===== config.mk =====
export PLATFORM = sky130hd
export DESIGN_NAME = tcdm_rr_arbiter
export DESIGN_NICKNAME = d
export VERILOG_FILES = /design/src/rtl/tcdm_rr_arbiter.sv
export SDC_FILE = /design/constraint.sdc
export NUM_CORES = 1
export LEC_CHECK = 0
export BUFFER_PORTS_ARGS = -buffer_cell sky130_fd_sc_hd__buf_4
export CORE_AREA = 2 2 209 211
export CTS_BUF_LIST = sky130_fd_sc_hd__clkbuf_8 sky130_fd_sc_hd__clkbuf_16
export DETAILED_ROUTE_END_ITERATION = 6
export DIE_AREA = 0 0 211 213
export PLACE_DENSITY_LB_ADDON = 0.2
export SLEW_MARGIN = 20
export SYNTH_ARGS = -nofsm -noshare
export SYNTH_HDL_FRONTEND = slang
export SYNTH_SLANG_ARGS = --single-unit

===== constraint.sdc =====
create_clock -name clk -period 3.57 [get_ports clk]
set_input_delay 0.714 -clock clk [delete_from_list [all_inputs] [get_ports clk]]
set_output_delay 0.714 -clock clk [all_outputs]
set_load 0.005 [all_outputs]

===== src/rtl/tcdm_rr_arbiter.sv =====
// rtl/tcdm_rr_arbiter.sv - round-robin TCDM arbiter with in-order response routing FIFO
// Shares one slave port among NUM_MASTERS masters; responses return via a grant-order FIFO.
module tcdm_rr_arbiter #(
    parameter int NUM_MASTERS     = 4,
    parameter int MAX_OUTSTANDING = 4
) (
    input  logic                          clk,
    input  logic                          rst_n,
    input  logic [NUM_MASTERS-1:0]        m_req,
    input  logic [NUM_MASTERS*32-1:0]     m_addr,
    input  logic [NUM_MASTERS-1:0]        m_wen,
    input  logic [NUM_MASTERS*32-1:0]     m_wdata,
    input  logic [NUM_MASTERS*4-1:0]      m_be,
    output logic [NUM_MASTERS-1:0]        m_gnt,
    output logic [NUM_MASTERS-1:0]        m_r_valid,
    output logic [NUM_MASTERS-1:0]        m_r_opc,
    output logic [NUM_MASTERS*32-1:0]     m_r_rdata,
    output logic                          s_req,
    output logic [31:0]                   s_addr,
    output logic                          s_wen,
    output logic [3:0]                    s_be,
    output logic [31:0]                   s_wdata,
    input  logic                          s_gnt,
    input  logic                          s_r_valid,
    input  logic                          s_r_opc,
    input  logic [31:0]                   s_r_rdata,
    output logic [$clog2(MAX_OUTSTANDING+1)-1:0] outstanding,
    output logic                          err_unexpected_rsp
);

    localparam int IW = $clog2(NUM_MASTERS);
    localparam int CW = $clog2(MAX_OUTSTANDING + 1);
    localparam int PW = (MAX_OUTSTANDING > 1) ? $clog2(MAX_OUTSTANDING) : 1;

    logic [IW-1:0] ptr_q, ptr_d;
    logic [IW-1:0] fifo_q [MAX_OUTSTANDING];
    logic [IW-1:0] fifo_d [MAX_OUTSTANDING];
    logic [PW-1:0] wr_q, wr_d, rd_q, rd_d;
    logic [CW-1:0] count_q, count_d;
    logic          err_q, err_d;

    logic [IW-1:0] sel;
    logic [IW-1:0] hd;
    logic          found, empty, full, push, pop;

    assign empty = (count_q == '0);
    assign full  = (count_q == CW'(MAX_OUTSTANDING));
    assign hd    = fifo_q[rd_q];

    // Search starts at the priority pointer and wraps around the master set.
    always_comb begin
        sel   = '0;
        found = 1'b0;
        for (int k = 0; k < NUM_MASTERS; k++) begin
            if (!found && m_req[(int'(ptr_q) + k) % NUM_MASTERS]) begin
                found = 1'b1;
                sel   = IW'((int'(ptr_q) + k) % NUM_MASTERS);
            end
        end
    end

    // Full blocks requests even when a pop is pending, keeping s_r_valid off the s_req path.
    assign s_req = found && !full;
    assign push  = s_req && s_gnt;
    assign pop   = s_r_valid && !empty;

    always_comb begin
        s_addr    = '0;
        s_wen     = 1'b0;
        s_be      = '0;
        s_wdata   = '0;
        m_gnt     = '0;
        m_r_valid = '0;
        m_r_opc   = '0;
        m_r_rdata = '0;
        if (s_req) begin
            s_addr  = m_addr[int'(sel)*32 +: 32];
            s_wen   = m_wen[sel];
            s_be    = m_be[int'(sel)*4 +: 4];
            s_wdata = m_wdata[int'(sel)*32 +: 32];
        end
        if (push) begin
            m_gnt[sel] = 1'b1;
        end
        if (pop) begin
            m_r_valid[hd]                  = 1'b1;
            m_r_opc[hd]                    = s_r_opc;
            m_r_rdata[int'(hd)*32 +: 32]   = s_r_rdata;
        end
    end

    always_comb begin
        ptr_d   = ptr_q;
        fifo_d  = fifo_q;
        wr_d    = wr_q;
        rd_d    = rd_q;
        count_d = count_q;
        err_d   = s_r_valid && empty;
        if (push) begin
            ptr_d        = (sel == IW'(NUM_MASTERS - 1)) ? '0 : sel + IW'(1);
            fifo_d[wr_q] = sel;
            wr_d         = (wr_q == PW'(MAX_OUTSTANDING - 1)) ? '0 : wr_q + PW'(1);
        end
        if (pop) begin
            rd_d = (rd_q == PW'(MAX_OUTSTANDING - 1)) ? '0 : rd_q + PW'(1);
        end
        if (push && !pop) begin
            count_d = count_q + CW'(1);
        end else if (pop && !push) begin
            count_d = count_q - CW'(1);
        end
    end

    always_ff @(posedge clk or negedge rst_n) begin
        if (!rst_n) begin
            ptr_q   <= '0;
            wr_q    <= '0;
            rd_q    <= '0;
            count_q <= '0;
            err_q   <= 1'b0;
            for (int i = 0; i < MAX_OUTSTANDING; i++) begin
                fifo_q[i] <= '0;
            end
        end else begin
            ptr_q   <= ptr_d;
            fifo_q  <= fifo_d;
            wr_q    <= wr_d;
            rd_q    <= rd_d;
            count_q <= count_d;
            err_q   <= err_d;
        end
    end

    assign outstanding        = count_q;
    assign err_unexpected_rsp = err_q;

endmodule


== Yosys cells after proc, flatten, opt, wreduce, memory -nomap -nowiden ==
Index checks and enable logic that the tools add are counted.

* Logic and storage cells: 113
* Bits of input ports: 317
* Register bits: 18

* Add/sub/neg operators: 9
* Bitwise operators: 7
* Multiplexer cells: 44
* Equal/unequal tests: 4
* $lt $le $gt $ge: 11
* Reductions and logical operators: 24
* Shifts and indexed selects: 5

{| class="wikitable"
|+ Operators with widths
! cell !! count
|-
| 128-bit by 8-bit variable part select with 32-bit output || 2
|-
| 128-bit bitwise AND || 1
|-
| 128-bit 2-to-1 mux || 1
|-
| 32-bit by 33-bit variable shift with 128-bit output (first input constant) || 1
|-
| 32-bit by 33-bit variable part select with 128-bit output || 1
|-
| 32-bit 2-to-1 mux || 2
|-
| 7-bit negation with 33-bit output || 1
|-
| 2-bit 2-to-1 mux || 10
|-
| 4-bit 2-to-1 mux || 4
|-
| 16-bit by 5-bit variable part select with 4-bit output || 1
|-
| 1-bit 2-to-1 mux || 15
|-
| 1-bit logical AND || 12
|-
| 3-bit by 4-bit < comparator with 1-bit output (second input constant) || 3
|-
| 1-bit binary-select mux with 2-bit select || 5
|-
| 2-bit by 3-bit < comparator with 1-bit output (second input constant) || 3
|-
| 2-bit by 1-bit adder with 2-bit output (second input constant) || 4
|-
| 8-bit bitwise mux || 1
|-
| 1-bit logical NOT || 7
|-
| 2-bit equality test (second input constant) || 3
|-
| 3-bit >= comparator (second input constant) || 2
|-
| 3-bit 2-to-1 mux || 2
|-
| 2-bit inverter with 3-bit output || 2
|-
| 2-bit OR reduction || 3
|-
| 2-bit adder (second input constant) || 2
|-
| 12 further kinds || 16
|}

== Longest topological paths before layout ==
* Depth in word-level cells: 20
* Gate-level depth with buffers: 10
* Gate-level depth less buffers: 9

== Least setup slack after synthesis ==
OpenSTA, ideal clock, no wires.

* Path kind: register to output
* Start: register rd_q[0]
* End: output m_r_rdata[66]
* Slack: 582 ps
* Data required time: 2856 ps
* Stages on the path, launching flop included: 7
* Data arrival time: 2274 ps
* Cell sequence: dfrtp_1 > mux4_1 > ha_1 > nand2b_1 > nor4_1 > clkbuf_1 > and2_1

* Longest elaborated chain between the ends: 8
* Elaborated cells between the ends (all ways): 9
* Those cells by class: add/sub (1); shift (2); mux (4); bitwise (2)

{| class="wikitable"
|+ Ends and longest elaborated chain
! what !! RTL line !! text
|-
| from (decl) || 38 || <nowiki>logic [PW-1:0] wr_q, wr_d, rd_q, rd_d;</nowiki>
|-
| from (signal assigned) || 128 || <nowiki>rd_q <= rd_d;</nowiki>
|-
| 2-bit inverter with 3-bit output (implied by the code) (*) || 48 || <nowiki>assign hd = fifo_q[rd_q];</nowiki>
|-
| 2-bit binary-select mux with 2-bit select (*) || 48 ||
|-
| 2-bit 2-to-1 mux (implied by the code) (*) (2 in a row) || 48 ||
|-
| 7-bit negation with 33-bit output (*) || 88 || <nowiki>m_r_rdata[int'(hd)*32 +: 32] = s_r_rdata;</nowiki>
|-
| 32-bit by 33-bit variable part select with 128-bit output or 32-bit by 33-bit variable shift with 128-bit output (tied branches) || 88 ||
|-
| 128-bit bitwise AND (no source line) (*) || -- ||
|-
| 128-bit 2-to-1 mux (*) || 85 || <nowiki>if (pop) begin</nowiki>
|-
| to (decl) || 17 || <nowiki>output logic [NUM_MASTERS*32-1:0] m_r_rdata,</nowiki>
|}

Every way passes the cells marked *; elsewhere a longest branch is shown, timed or not. The select of a mux whose other input is x is not followed.

== Final worst setup path ==
* Start: register rd_q[0]
* End: output m_r_rdata[5]

The elaborated chain is that of the path after synthesis.

==> impl_metrics.tcl <==
set metrics [dict create \
    status "completed" \
    path_delay_family "multiplexers" \
    cts_max_level 1 \
    io_buffers 530 \
    std_cell_rows 76 \
    syn_nets 828 \
    period_share_pct 94.2 \
    die_w_um 211 \
    mostFrequentLayoutCells "buf_4 (542), mux2i_1 (138), and2_1 (134), o22ai_1 (69), dfrtp_1 (18)" \
    cp-end-kind "output pin" \
    slew_headroom_pct 71.3 \
    nFillCells 4839 \
    min_path_type "input pin to asynchronous set/reset pin" \
    ys_seq_area_share_pct 11.1 \
    clk_pin_slew_ns 0.05 \
    dp_hpwl_um 24400 \
    wirelength_um 28000 \
    hold_buffers 0 \
    nets 1338 \
    clock_sinks 18 \
    cts_tree "done" \
    ys_ff_latch 18 \
    start_util_pct 9.47 \
    drive_gt1_share_pct 57.1 \
    netlist-cell-type-count 36 \
    post_cts_resized 0 \
    worstSetupPathType "flip-flop to output pin" \
    clock-skew-final_ns 0.00345 \
    crit_path_top_delay_cell "mux4_1" \
    maxCapViolCount 0 \
    critPathMaxStageDelay_ns 0.63 \
    syn_inst 495 \
    tns_ns 0 \
    worstSkewPairLatency_ns 0.25 \
    cts_root_buf "clkbuf_16" \
    ios 531 \
    antenna_left 0 \
    setup_viol 0 \
    ir_worst_vdd_mv 0.251 \
    synth_area_per_cell_um2 8.16 \
    p_leak_nw 4.87 \
    drc 0 \
    timing.fmax_mhz 297 \
    required_ns 2.86 \
    finish.utilization_pct 20.7 \
    via_per_inst 3.67 \
    crit_buf_inv 3 \
    rsz0062_at_grt "no" \
    die_y_um 213 \
    crit_path_start_kind "flip-flop" \
    wl_per_cell_um 18.0 \
    slew_viol_final 0 \
    cts_setup_buffers 0 \
    netlist_area_um2 4040 \
    first_iter_violations 168 \
    grt_pass1_wl_um 38800 \
    period_minus_slack_ns 3.36 \
    grt_pass1_vias 5818 \
    vias 5694 \
    coreArea_um2 42700 \
    ctsLongestPathBuffers 2 \
    antenna_found_initial 1 \
    mostFrequentLayoutCell "buf_4" \
    setup_ws_ns 0.208 \
    crit_arrival_ns 2.65 \
    die_area_um2 44900 \
    pre_cts_ws_ns 0.363 \
    cts_buffers 3 \
    crit-reg2reg-launch "outstanding[0]" \
    worst_pin_slew_ns 0.431 \
    finalHoldViolations 0 \
    syn2layout_area_growth_pct 118 \
    gp_congestion 0.851 \
    crit_fanout 32 \
    dr.pass1.iters 4 \
    grt_max_degree 70 \
    overflow 0 \
    path_cells "mux4_1 > inv_1 > ha_1 > and2_1 > and4_1 > buf_4 > and2_1 > buf_4" \
    p_per_area_nw_per_um2 528 \
    crit_start "rd_q[0]" \
    grtUsageTotal_pct 11.5 \
    yosys_warnings 0 \
]
## cells in the mapped netlist
library cell / instances / share of area (%)
a21o_1: 1 / 0.19
a21oi_1: 3 / 0.37
a221oi_1: 1 / 0.22
a221oi_2: 1 / 0.37
and2_1: 134 / 21
and3_1: 8 / 1.2
and4_1: 1 / 0.22
buf_2: 12 / 1.5
buf_4: 3 / 0.56
buf_6: 3 / 0.84
clkbuf_1: 26 / 2.4
dfrtp_1: 18 / 11
fa_1: 1 / 0.50
ha_1: 15 / 4.6
inv_1: 7 / 0.65
inv_2: 2 / 0.19
mux2_2: 9 / 2.5
mux2i_1: 138 / 34
mux4_1: 1 / 0.65
mux4_2: 1 / 0.56
nand2_1: 12 / 1.1
nand2_2: 1 / 0.15
nand2b_1: 3 / 0.46
nand3_1: 2 / 0.25
nor2_1: 6 / 0.56
nor2_2: 1 / 0.15
nor2b_1: 3 / 0.46
nor3_1: 2 / 0.25
nor3b_4: 1 / 0.46
nor4_1: 2 / 0.31
o21ai_0: 3 / 0.37
o21bai_1: 1 / 0.19
o22ai_1: 69 / 11
or3_4: 1 / 0.28
xnor2_1: 1 / 0.22
xor2_1: 2 / 0.43
## layout make-up
cell class | instances | area, um^2 | share of cell area, %
diodes | 1 | 2.50 | 0.0284
multi-input cells | 424 | 3360 | 38.1
repair buffers | 549 | 4200 | 47.6
well taps | 546 | 683 | 7.74
inverters | 9 | 33.8 | 0.383
clock buffers | 4 | 88.8 | 1.01
flip-flops and latches | 18 | 450 | 5.10
## flip-flops by register name, summed over array words and instances (netlist names)
name	cells
err_unexpected_rsp	1
ptr_q	2
outstanding	3
wr_q	2
fifo_q	8
rd_q	2
## kinds of logic (layout without fill, tap and decap cells)
family | Yosys count | after routing | share of synthesized area, %
flops | 18 | 18 | 11.1
fa+ha+maj | 16 | 16 | 5.14
compound gates | 79 | 79 | 12.4
other cells | 0 | 1 | 0
buf+inv | 53 | 562 | 6.13
simple gates | 177 | 177 | 26.7
xor+xnor | 3 | 3 | 0.650
mux | 149 | 149 | 37.9
## power by group
part	total [mW]	switching [mW]	internal [mW]
Sequential	0.403	0.0976	0.305
Clock	0.251	0.0799	0.171
Combinational	4.00	1.95	2.06
Total	4.65	2.12	2.53
## worst paths after layout
check | to | slack, ns | depth (start not counted)
min | fifo_q[4] | 0.33 | 1
min in group clk | fifo_q[7] | 0.50 | 1
max reg2reg | outstanding[2] | 1.07 | 10
max | m_r_rdata[5] | 0.21 | 8
min reg2reg | fifo_q[7] | 0.50 | 1
max in group asynchronous | ptr_q[0] | 3.03 | 1
## stage by stage
step	power, mW	hold slack (ns)	area [um^2]	std cells
after global placement	4.49	0.487	8730	1546
after floorplan	2.38	0.418	4040	495
after detailed placement	4.49	0.488	8730	1546
after CTS	4.76	0.341	8820	1550
final	4.65	0.332	8820	1551
after global routing	5.03	0.341	8820	1550
## routing by layer
metal | track usage [%] | share of wire (%) | up-vias
met2 | 23.8 | 55 | 327
li1 | - | - | 2795
met4 | 1.72 | 1.2 | 0
met1 | 11.3 | 34 | 2562
met3 | 3.40 | 9.7 | 10
met5 | 0 | 0 | -
(Power assumes the default switching activity.)
